$ cat config.mk
export PLATFORM = sky130hd
export DESIGN_NAME = serial_add_sched_flat
export DESIGN_NICKNAME = d
export VERILOG_FILES = /design/src/rtl/serial_add_sched_if.sv /design/src/rtl/serial_add_sched.sv /design/src/flat_wrapper.sv
export SDC_FILE = /design/constraint.sdc
export NUM_CORES = 1
export LEC_CHECK = 0
export ABC_AREA = 1
export ABC_CLOCK_PERIOD_IN_PS = 1300
export BUFFER_PORTS_ARGS = -buffer_cell sky130_fd_sc_hd__clkbuf_2
export CAP_MARGIN = 5
export CORE_MARGIN = 2
export CORE_UTILIZATION = 40
export DETAILED_ROUTE_END_ITERATION = 8
export GPL_ROUTABILITY_DRIVEN = 0
export GPL_TIMING_DRIVEN = 0
export SYNTH_ARGS = -nofsm -noshare
export SYNTH_HDL_FRONTEND = slang
export SYNTH_SLANG_ARGS = --single-unit
$ cat constraint.sdc
create_clock -name clk -period 1.3 [get_ports clk]
set_input_delay 0.13 -clock clk [delete_from_list [all_inputs] [get_ports clk]]
set_output_delay 0.13 -clock clk [all_outputs]
set_load 0.02 [all_outputs]
$ cat src/rtl/serial_add_sched_if.sv
// rtl/serial_add_sched_if.sv - request/result bundle for the bit-serial adder scheduler
interface serial_add_sched_if #(
  parameter int WIDTH = 8
);
  logic             req0;
  logic [WIDTH-1:0] a0;
  logic [WIDTH-1:0] b0;
  logic             req1;
  logic [WIDTH-1:0] a1;
  logic [WIDTH-1:0] b1;
  logic             ack0;
  logic             ack1;
  logic             busy;
  logic             done;
  logic             done_id;
  logic [WIDTH-1:0] sum;
  logic             cout;
  logic             ser_valid;
  logic             ser_a;
  logic             ser_b;
  logic             ser_sum;

  modport master (
    output req0, a0, b0, req1, a1, b1,
    input  ack0, ack1, busy, done, done_id, sum, cout,
           ser_valid, ser_a, ser_b, ser_sum
  );

  modport slave (
    input  req0, a0, b0, req1, a1, b1,
    output ack0, ack1, busy, done, done_id, sum, cout,
           ser_valid, ser_a, ser_b, ser_sum
  );
endinterface

$ cat src/rtl/serial_add_sched.sv
// rtl/serial_add_sched.sv - two-requester round-robin scheduler around a bit-serial adder
module serial_add_sched #(
  parameter int WIDTH = 8
) (
  input  logic               clk,
  input  logic               reset,
  serial_add_sched_if.slave  bus
);
  localparam int CW = (WIDTH > 2) ? $clog2(WIDTH) : 1;
  localparam logic [CW-1:0] LAST = CW'(WIDTH - 1);

  typedef enum logic [1:0] {IDLE, RUN, DONE} state_t;

  state_t           state;
  logic [CW-1:0]    cnt;
  logic             carry;
  logic [WIDTH-1:0] a_sh;
  logic [WIDTH-1:0] b_sh;
  logic [WIDTH-2:0] sum_sh;
  logic             last_grant;
  logic             cur_id;
  logic             ack0_r, ack1_r, busy_r, done_r, done_id_r, cout_r, ser_valid_r;
  logic [WIDTH-1:0] sum_r;

  logic             s_bit;
  logic             c_next;
  logic [WIDTH-1:0] sum_next;
  logic             pick1;

  assign s_bit    = a_sh[0] ^ b_sh[0] ^ carry;
  assign c_next   = (a_sh[0] & b_sh[0]) | (a_sh[0] & carry) | (b_sh[0] & carry);
  assign sum_next = {s_bit, sum_sh};
  // On a tie requester 1 wins only if requester 0 was granted last.
  assign pick1    = bus.req1 & (~bus.req0 | ~last_grant);

  always_ff @(posedge clk or posedge reset) begin
    if (reset) begin
      state       <= IDLE;
      cnt         <= '0;
      carry       <= 1'b0;
      a_sh        <= '0;
      b_sh        <= '0;
      sum_sh      <= '0;
      last_grant  <= 1'b1;
      cur_id      <= 1'b0;
      ack0_r      <= 1'b0;
      ack1_r      <= 1'b0;
      busy_r      <= 1'b0;
      done_r      <= 1'b0;
      done_id_r   <= 1'b0;
      sum_r       <= '0;
      cout_r      <= 1'b0;
      ser_valid_r <= 1'b0;
    end else begin
      ack0_r <= 1'b0;
      ack1_r <= 1'b0;
      done_r <= 1'b0;
      case (state)
        IDLE: begin
          if (bus.req0 | bus.req1) begin
            cur_id      <= pick1;
            last_grant  <= pick1;
            a_sh        <= pick1 ? bus.a1 : bus.a0;
            b_sh        <= pick1 ? bus.b1 : bus.b0;
            carry       <= 1'b0;
            cnt         <= '0;
            ack0_r      <= ~pick1;
            ack1_r      <= pick1;
            busy_r      <= 1'b1;
            ser_valid_r <= 1'b1;
            state       <= RUN;
          end
        end
        RUN: begin
          a_sh   <= a_sh >> 1;
          b_sh   <= b_sh >> 1;
          carry  <= c_next;
          sum_sh <= sum_next[WIDTH-1:1];
          cnt    <= cnt + CW'(1);
          if (cnt == LAST) begin
            sum_r       <= sum_next;
            cout_r      <= c_next;
            done_id_r   <= cur_id;
            done_r      <= 1'b1;
            ser_valid_r <= 1'b0;
            state       <= DONE;
          end
        end
        DONE: begin
          busy_r <= 1'b0;
          state  <= IDLE;
        end
        default: state <= IDLE;
      endcase
    end
  end

  assign bus.ack0      = ack0_r;
  assign bus.ack1      = ack1_r;
  assign bus.busy      = busy_r;
  assign bus.done      = done_r;
  assign bus.done_id   = done_id_r;
  assign bus.sum       = sum_r;
  assign bus.cout      = cout_r;
  assign bus.ser_valid = ser_valid_r;
  assign bus.ser_a     = ser_valid_r & a_sh[0];
  assign bus.ser_b     = ser_valid_r & b_sh[0];
  assign bus.ser_sum   = ser_valid_r & s_bit;
endmodule

$ cat src/flat_wrapper.sv
// flat-port wrapper written by rule: the top's interface ports become plain ports
module serial_add_sched_flat 
#(
  parameter int WIDTH = 8
)
  (clk, reset, bus_req0, bus_a0, bus_b0, bus_req1, bus_a1, bus_b1, bus_ack0, bus_ack1, bus_busy, bus_done, bus_done_id, bus_sum, bus_cout, bus_ser_valid, bus_ser_a, bus_ser_b, bus_ser_sum);
  serial_add_sched_if #(.WIDTH(WIDTH)) bus_i ();
  input  logic clk;
  input  logic reset;
  input wire logic [$bits(bus_i.req0)-1:0] bus_req0;
  input wire logic [$bits(bus_i.a0)-1:0] bus_a0;
  input wire logic [$bits(bus_i.b0)-1:0] bus_b0;
  input wire logic [$bits(bus_i.req1)-1:0] bus_req1;
  input wire logic [$bits(bus_i.a1)-1:0] bus_a1;
  input wire logic [$bits(bus_i.b1)-1:0] bus_b1;
  output wire logic [$bits(bus_i.ack0)-1:0] bus_ack0;
  output wire logic [$bits(bus_i.ack1)-1:0] bus_ack1;
  output wire logic [$bits(bus_i.busy)-1:0] bus_busy;
  output wire logic [$bits(bus_i.done)-1:0] bus_done;
  output wire logic [$bits(bus_i.done_id)-1:0] bus_done_id;
  output wire logic [$bits(bus_i.sum)-1:0] bus_sum;
  output wire logic [$bits(bus_i.cout)-1:0] bus_cout;
  output wire logic [$bits(bus_i.ser_valid)-1:0] bus_ser_valid;
  output wire logic [$bits(bus_i.ser_a)-1:0] bus_ser_a;
  output wire logic [$bits(bus_i.ser_b)-1:0] bus_ser_b;
  output wire logic [$bits(bus_i.ser_sum)-1:0] bus_ser_sum;
  assign bus_i.req0 = bus_req0;
  assign bus_i.a0 = bus_a0;
  assign bus_i.b0 = bus_b0;
  assign bus_i.req1 = bus_req1;
  assign bus_i.a1 = bus_a1;
  assign bus_i.b1 = bus_b1;
  assign bus_ack0 = bus_i.ack0;
  assign bus_ack1 = bus_i.ack1;
  assign bus_busy = bus_i.busy;
  assign bus_done = bus_i.done;
  assign bus_done_id = bus_i.done_id;
  assign bus_sum = bus_i.sum;
  assign bus_cout = bus_i.cout;
  assign bus_ser_valid = bus_i.ser_valid;
  assign bus_ser_a = bus_i.ser_a;
  assign bus_ser_b = bus_i.ser_b;
  assign bus_ser_sum = bus_i.ser_sum;
  serial_add_sched #(.WIDTH(WIDTH)) u_core (.clk(clk), .reset(reset), .bus(bus_i));
endmodule
==> results.sh, run 1 <==
export IMPL_outcome="complete, but fails checks"
export IMPL_failed_checks="negative setup slack"
export IMPL_layout_setup_ws_ps=-324
export IMPL_antenna_found_initial=0
export IMPL_placement_rows=27
export IMPL_cellPowerDensity_nw_per_um2=2210
export IMPL_highest_layer="met4"
export IMPL_reg2reg_slack_ps=20
export IMPL_drc=0
export IMPL_ctsLongestPathBuffers=2
export IMPL_pwr_share_clk=0.143
export IMPL_rr_worst_depth=4
export IMPL_path_clk_slew_ps=80
export IMPL_layout_overhead_on_the_synthesized_area_pct=26.3
export IMPL_die_width_um=79.5
export IMPL_die_height_um=79.5
export IMPL_floorplan_die_area_um2=6330
export IMPL_slew_limit_headroom=0.684
export IMPL_count_of_pins_over_their_slew_limit=0
export IMPL_post_route_cells_drive_above_1_share=0.308
export IMPL_route_antenna_remaining_nets=0
export IMPL_combinationalPowerShare=0.482
export IMPL_netSwitchingPower_w=0.00264
export IMPL_post_synthesis_cell_count=275
export IMPL_start_kind="register"
export IMPL_leakage_nw=1.60
export IMPL_fin_util=0.524
export IMPL_r2r_start="u_core.b_sh[0]$_DFFE_PP0P_"
export IMPL_grtUsageTotal=0.173
export IMPL_syn_avg_cell_area_um2=8.30
export IMPL_yosysSeqAreaShare=0.505
export IMPL_hold_viol_final=0
export IMPL_hp_start="bus_a1[7]"
export IMPL_total_setup_violations_reported_at_the_end_of_the_flow=1
export IMPL_post_placement_cell_area_um2=2650
export IMPL_boundaryPins=54
export IMPL_slowest_delay_ps=560
export IMPL_fin_hold_ws_ps=85.2
export IMPL_routed_wire_length_per_instance_um=11.8
export IMPL_worstPathCellList="fa_1, nand2_1, inv_2, buf_8"
export IMPL_port_buffer_count=52
export IMPL_clock_insertion_delay_worst_skew_ps=300
export IMPL_number_of_nets_in_the_layout=382
export IMPL_globalRoute_totalOverflow=0
export IMPL_ctsRootBufferMaster="clkbuf_8"
export IMPL_htreeDepth=2
export IMPL_met2RoutedLength_um=2320
export IMPL_yosysWarningCount=0
export IMPL_standard_cell_with_the_maximum_stage_delay_on_the_critical_path="fa_1"
export IMPL_detail_route_first_pass_iterations=4
export IMPL_fin_area_um2=2880
export IMPL_pre_cts_slack_ps=-86.7
export IMPL_worstPathRequired_ps=1170
export IMPL_data_arrival_time_at_the_worst_slack_endpoint_ps=1490
export IMPL_worst_r2r_endpoint="u_core.bus.sum[7]$_DFFE_PP0P_"
export IMPL_peakVddDrop_mv=1.21
export IMPL_hold_depth=3
export IMPL_cts_buffers_inserted=5
export IMPL_final_routed_wirelength_um=4900
export IMPL_avgViaCountPerCell=4.64
export IMPL_grt_max_degree=27
export IMPL_pwr_share_seq=0.375
export IMPL_detailroute_via_count=1930
export IMPL_critical_path_n_buffers_inverters=2
export IMPL_detail_route_iter0_violations=124
export IMPL_netlist_area_um2=2280
export IMPL_grt_first_pass_wirelength_um=8500
export IMPL_rsz0062_at_grt="yes"
export IMPL_start_util=0.414
export IMPL_met3RoutedLength_um=213
export IMPL_via_count_of_the_first_global_routing_pass=1905
export IMPL_hold_end="u_core.a_sh[7]$_DFFE_PP0P_"
export IMPL_crit_path_end_kind="output port"
export IMPL_drt_met1_wl_um=2290
export IMPL_layout_worst_path_cycle_share=1.25
export IMPL_antenna_cells=0
export IMPL_worst_clock_skew_ps=6.39
export IMPL_worst_path_dominant_cell_family="adder cells"
export IMPL_power_share_switching=0.415
export IMPL_ys_types=23
export IMPL_power_internal_w=0.00373
export IMPL_fill_cells=557
export IMPL_timing_hold_worst_class="input port to register"
export IMPL_finalWorstPathRequiredPeriod_ps=1620
export IMPL_cts_num_sinks=46
export IMPL_ys_seq_elements=46
export IMPL_critPathKind="register to output port"
export IMPL_max_freq_mhz=616
export IMPL_worstMarginPinSlew_ps=473
export IMPL_cts_tree="yes"
export IMPL_design_core_area_um2=5510
export IMPL_detailed_place_hpwl_um=3450
export IMPL_crit_path_max_fanout=2
export IMPL_synth_nets=314
export IMPL_maxCapViolCount=0
## power by group through the flow
stage	Sequential, W	Combinational, W	Clock (W)
detailed placement	0.00241	0.00276	0
floorplan	0.00255	0.00185	0
CTS	0.00238	0.00293	0.000936
global placement	0.00239	0.00272	0
global route	0.00249	0.00348	0.00100
finish	0.00239	0.00307	0.000914
## per-layer routing
metal	up-vias	GRT usage
met5	-	0
met4	0	0.0672
met3	7	0.0317
met2	52	0.287
met1	879	0.223
li1	992	-
## worst max path at each step
stage | from | end | cells after the start
after global placement | reset | u_core.a_sh[3]$_DFFE_PP0P_ | 2
final | u_core.b_sh[0]$_DFFE_PP0P_ | bus_ser_sum | 4
after floorplan | u_core.b_sh[0]$_DFFE_PP0P_ | bus_ser_sum | 3
after detailed placement | u_core.b_sh[0]$_DFFE_PP0P_ | bus_ser_sum | 4
after CTS | u_core.carry$_DFFE_PP0P_ | bus_ser_sum | 4
after global routing | u_core.b_sh[0]$_DFFE_PP0P_ | bus_ser_sum | 4
## worst reg2reg max path, stage by stage, from the launching register on
cell,delay [ps]
dfrtp_1,410
fa_1,560
buf_4,110
inv_2,40
o21ai_2,100
## kinds of logic after synthesis
group / synth area share
simple gates: 0.312
compound gates: 0.0724
flops: 0.505
fa+ha+maj: 0.0197
buf+inv: 0.0905
## cell usage after synthesis, drive strengths merged
library cell / number / area, um^2
nand2: 131 / 536
ha: 2 / 25.0
fa: 1 / 20.0
nor2: 8 / 37.5
buf: 12 / 115
clkbuf: 1 / 3.75
dfstp: 1 / 26.3
o21ai: 24 / 165
dfrtp: 45 / 1130
nand3: 28 / 140
inv: 22 / 87.6
## cells in the final DEF, fill, tap and decap left out, types with 3 or more instances in the layout
cell type	count
clkbuf_8	6
nand2_4	3
dfrtp_1	45
nor2_1	7
buf_4	7
o21ai_1	3
o21ai_0	10
o21ai_2	10
buf_8	4
inv_2	4
nand3_1	28
clkbuf_2	52
buf_6	5
nand2_1	125
inv_1	17
## repair_timing
item                       CTS  global route
hold buffers                 1             0
cloned                       0             2
hold endpoints to repair    20             0
setup endpoints to repair    2            26
gates resized for setup      5            10
setup buffers                2             3
pin swaps                    3             3
## sequential cells by signal, indices dropped and copies added, names as in the netlist
signal and cells:
u_core.carry 1, u_core.bus.busy 1, u_core.bus.sum 8, u_core.bus.ack0 1, u_core.bus.done_id 1, u_core.cnt 3, u_core.a_sh 8, u_core.cur_id 1
u_core.bus.done 1, u_core.b_sh 8, u_core.bus.ack1 1, u_core.sum_sh 7, u_core.bus.cout 1, u_core.last_grant 1, u_core.state 2, u_core.bus.ser_valid 1
## cell type report
type                    count  area (um^2)  area share
plain buffers              13          131      0.0456
well taps                  72         90.1      0.0313
multi-input cells         194          942       0.327
repair buffers             61          388       0.135
flip-flops and latches     46         1150       0.400
clock buffers               7         86.3      0.0299
clock inverters             1         5.00     0.00174
inverters                  22         87.6      0.0304
## per-stage QoR
stage	std cells	TNS [ps]	power [W]
after floorplan	275	0	0.00440
after global placement	399	-25940	0.00511
after detailed placement	400	-86.7	0.00517
after CTS	411	-352	0.00625
after global routing	416	-423	0.00697
final	416	-324	0.00637
Note: power is estimated with default switching activity, not from simulation.
==> run 2: changes to the inputs <==
Settings changed: ABC_AREA 1 to unset, PLACE_DENSITY set to 0.66.
==> run 2 against run 1 <==
Compared with the run above: the flow still finishes with violations (negative setup slack); synthesized cell count fell by 40%; register-to-register slack worse by 220 ps; setup slack lost 55 ps; clock power fell by 2%; critical path type unchanged.
==> results.sh, run 2 <==
export IMPL_start_util=0.410
export IMPL_detail_route_iter0_violations=54
export IMPL_failed_checks="negative setup slack"
export IMPL_yosysWarningCount=0
export IMPL_slew_limit_headroom=0.805
export IMPL_drc=0
export IMPL_detailroute_via_count=1639
export IMPL_clock_insertion_delay_worst_skew_ps=300
export IMPL_hold_viol_final=0
export IMPL_layout_setup_ws_ps=-379
export IMPL_route_antenna_remaining_nets=0
export IMPL_flip_flop_cell_with_the_highest_count_after_synthesis="dfrtp_1"
export IMPL_critPathKind="register to output port"
export IMPL_port_buffer_count=53
export IMPL_crit_path_end_kind="output port"
export IMPL_count_of_pins_over_their_slew_limit=0
export IMPL_layout_cells_non_filler=331
export IMPL_synth_most_common_cell="dfrtp_1"
export IMPL_final_routed_wirelength_um=4890
export IMPL_post_synthesis_cell_count=166
export IMPL_rsz0062_at_grt="yes"
export IMPL_ctsLongestPathBuffers=2
export IMPL_synth_nets=205
export IMPL_die_height_um=76.1
export IMPL_antenna_cells=0
export IMPL_globalRoute_totalOverflow=0
export IMPL_timing_hold_worst_class="input port to register"
export IMPL_layout_overhead_on_the_synthesized_area_pct=52.0
export IMPL_netlist_area_um2=2080
export IMPL_cellPowerDensity_nw_per_um2=2140
export IMPL_avgViaCountPerCell=4.95
export IMPL_detailed_place_hpwl_um=2770
export IMPL_htreeDepth=2
export IMPL_synth_area_leader_cell="dfrtp_1"
export IMPL_syn_avg_cell_area_um2=12.5
export IMPL_routed_wire_length_per_instance_um=14.8
export IMPL_post_route_cells_drive_above_1_share=0.582
export IMPL_via_count_of_the_first_global_routing_pass=1491
export IMPL_max_freq_mhz=596
export IMPL_layout_worst_path_cycle_share=1.29
export IMPL_peakVddDrop_mv=0.856
export IMPL_antenna_found_initial=0
export IMPL_synth_enable_flop_cells=0
export IMPL_cts_tree="yes"
export IMPL_leakage_nw=1.58
export IMPL_grtUsageTotal=0.158
export IMPL_floorplan_die_area_um2=5800
export IMPL_die_width_um=76.1
export IMPL_synth_top_cells_by_count="dfrtp_1, nand2_1, mux2i_1, o21ai_0, mux2_2"
export IMPL_placement_rows=26
export IMPL_boundaryPins=54
export IMPL_synth_top_cell_area_share=0.541
export IMPL_fill_cells=421
export IMPL_total_setup_violations_reported_at_the_end_of_the_flow=18
export IMPL_worstMarginPinSlew_ps=293
export IMPL_ys_seq_elements=46
export IMPL_path_clk_slew_ps=90
export IMPL_crit_path_max_fanout=2
export IMPL_design_core_area_um2=5070
export IMPL_asyncSetResetFlopFracSynth=1.00
export IMPL_cts_buffers_inserted=5
export IMPL_numPlacedInstances=290
export IMPL_fin_total_pwr_w=0.00676
export IMPL_worst_clock_skew_ps=8.97
export IMPL_detail_route_first_pass_iterations=4
export IMPL_ys_types=30
export IMPL_yosysSeqAreaShare=0.554
export IMPL_data_arrival_time_at_the_worst_slack_endpoint_ps=1550
export IMPL_maxCapViolCount=0
export IMPL_mostFrequentLayoutCells="clkbuf_2, dfrtp_1, buf_4"
export IMPL_ctsRootBufferMaster="clkbuf_8"
export IMPL_grt_max_degree=39
export IMPL_outcome="complete, but fails checks"
export IMPL_cts_num_sinks=46
export IMPL_start_kind="register"
export IMPL_grt_first_pass_wirelength_um=7170
export IMPL_layout_commonest_cell="clkbuf_2"
export IMPL_number_of_nets_in_the_layout=299
export IMPL_worstPathRequired_ps=1170
export IMPL_finalWorstPathRequiredPeriod_ps=1680
export IMPL_netlist_top_cells_area="dfrtp_1, mux2_2, mux2i_1, o211ai_1, o21ai_0"
run 2: stage by stage:
| step | setup slack, ps | util | setup TNS, ps | hold slack, ps | cell area [um^2] |
|---|---|---|---|---|---|
| after floorplan | -70.1 | - | -491 | 193 | 2130 |
| after global placement | -483 | 0.490 | -24990 | 360 | 2480 |
| after detailed placement | -194 | 0.494 | -3300 | 36.2 | 2500 |
| after CTS | -387 | 0.557 | -2250 | 68.2 | 2830 |
| after global routing | -442 | 0.623 | -3990 | 113 | 3160 |
| final | -379 | 0.623 | -2430 | 119 | 3160 |
run 2: where the power goes:
part / internal (W) / switching [W]
logic: 0.00201 / 0.00145
registers: 0.00203 / 0.000383
clock network: 0.000429 / 0.000464
total: 0.00446 / 0.00230
run 2: path summary, 6_finish.rpt:
path | from | end | slack [ps] | cells after the start
worst max-delay path | u_core.b_sh[0]$_DFFE_PP0P_ | bus_ser_sum | -380 | 3
worst min-delay path | bus_req0 | u_core.last_grant$_DFFE_PP1P_ | 120 | 2
worst max register to register | u_core.cnt[0]$_DFFE_PP0P_ | u_core.bus.sum[2]$_DFFE_PP0P_ | -200 | 6
worst min register to register | u_core.b_sh[5]$_DFFE_PP0P_ | u_core.b_sh[4]$_DFFE_PP0P_ | 500 | 2
max in group asynchronous | reset | u_core.last_grant$_DFFE_PP1P_ | 510 | 4
min in group asynchronous | reset | u_core.bus.sum[3]$_DFFE_PP0P_ | 270 | 3
run 2: per-layer routing:
metal  vias up  track usage  wire length (um)
met2        66        0.254              2390
met4         0       0.0655               106
met3        10       0.0403               262
met1       790        0.206              2120
li1        773            -                 -
met5         -            0                 0
run 2: timing repair:
| item | CTS | global route |
|---|---|---|
| pin swaps | 3 | 21 |
| hold buffers | 1 | 0 |
| cloned | 1 | 5 |
| gates resized for setup | 16 | 63 |
| buffers inserted | 13 | 16 |
| endpoints found under the hold margin | 38 | 0 |
| endpoints found under the setup margin | 30 | 39 |
run 2: logic make-up after synthesis:
group           Yosys count  share of synthesized area
fa+ha+maj                 3                     0.0216
mux                      34                      0.176
simple gates             27                     0.0668
buf+inv                  16                     0.0499
compound gates           40                      0.132
flops                    46                      0.554
run 2: cell type report:
cell class,count,area (um^2),area share
Tap cell,70,87.6,0.0277
Multi-Input combinational cell,104,1010,0.321
Timing Repair Buffer,88,664,0.210
Buffer,11,135,0.0427
Clock buffer,7,86.3,0.0273
Clock inverter,1,5.00,0.00158
Inverter,4,15.0,0.00475
Sequential cell,46,1150,0.365
run 2: critical path: stages, from the launching register on:
cell	delay (ps)
dfrtp_1	410
fa_1	570
and2_1	130
clkbuf_8	140
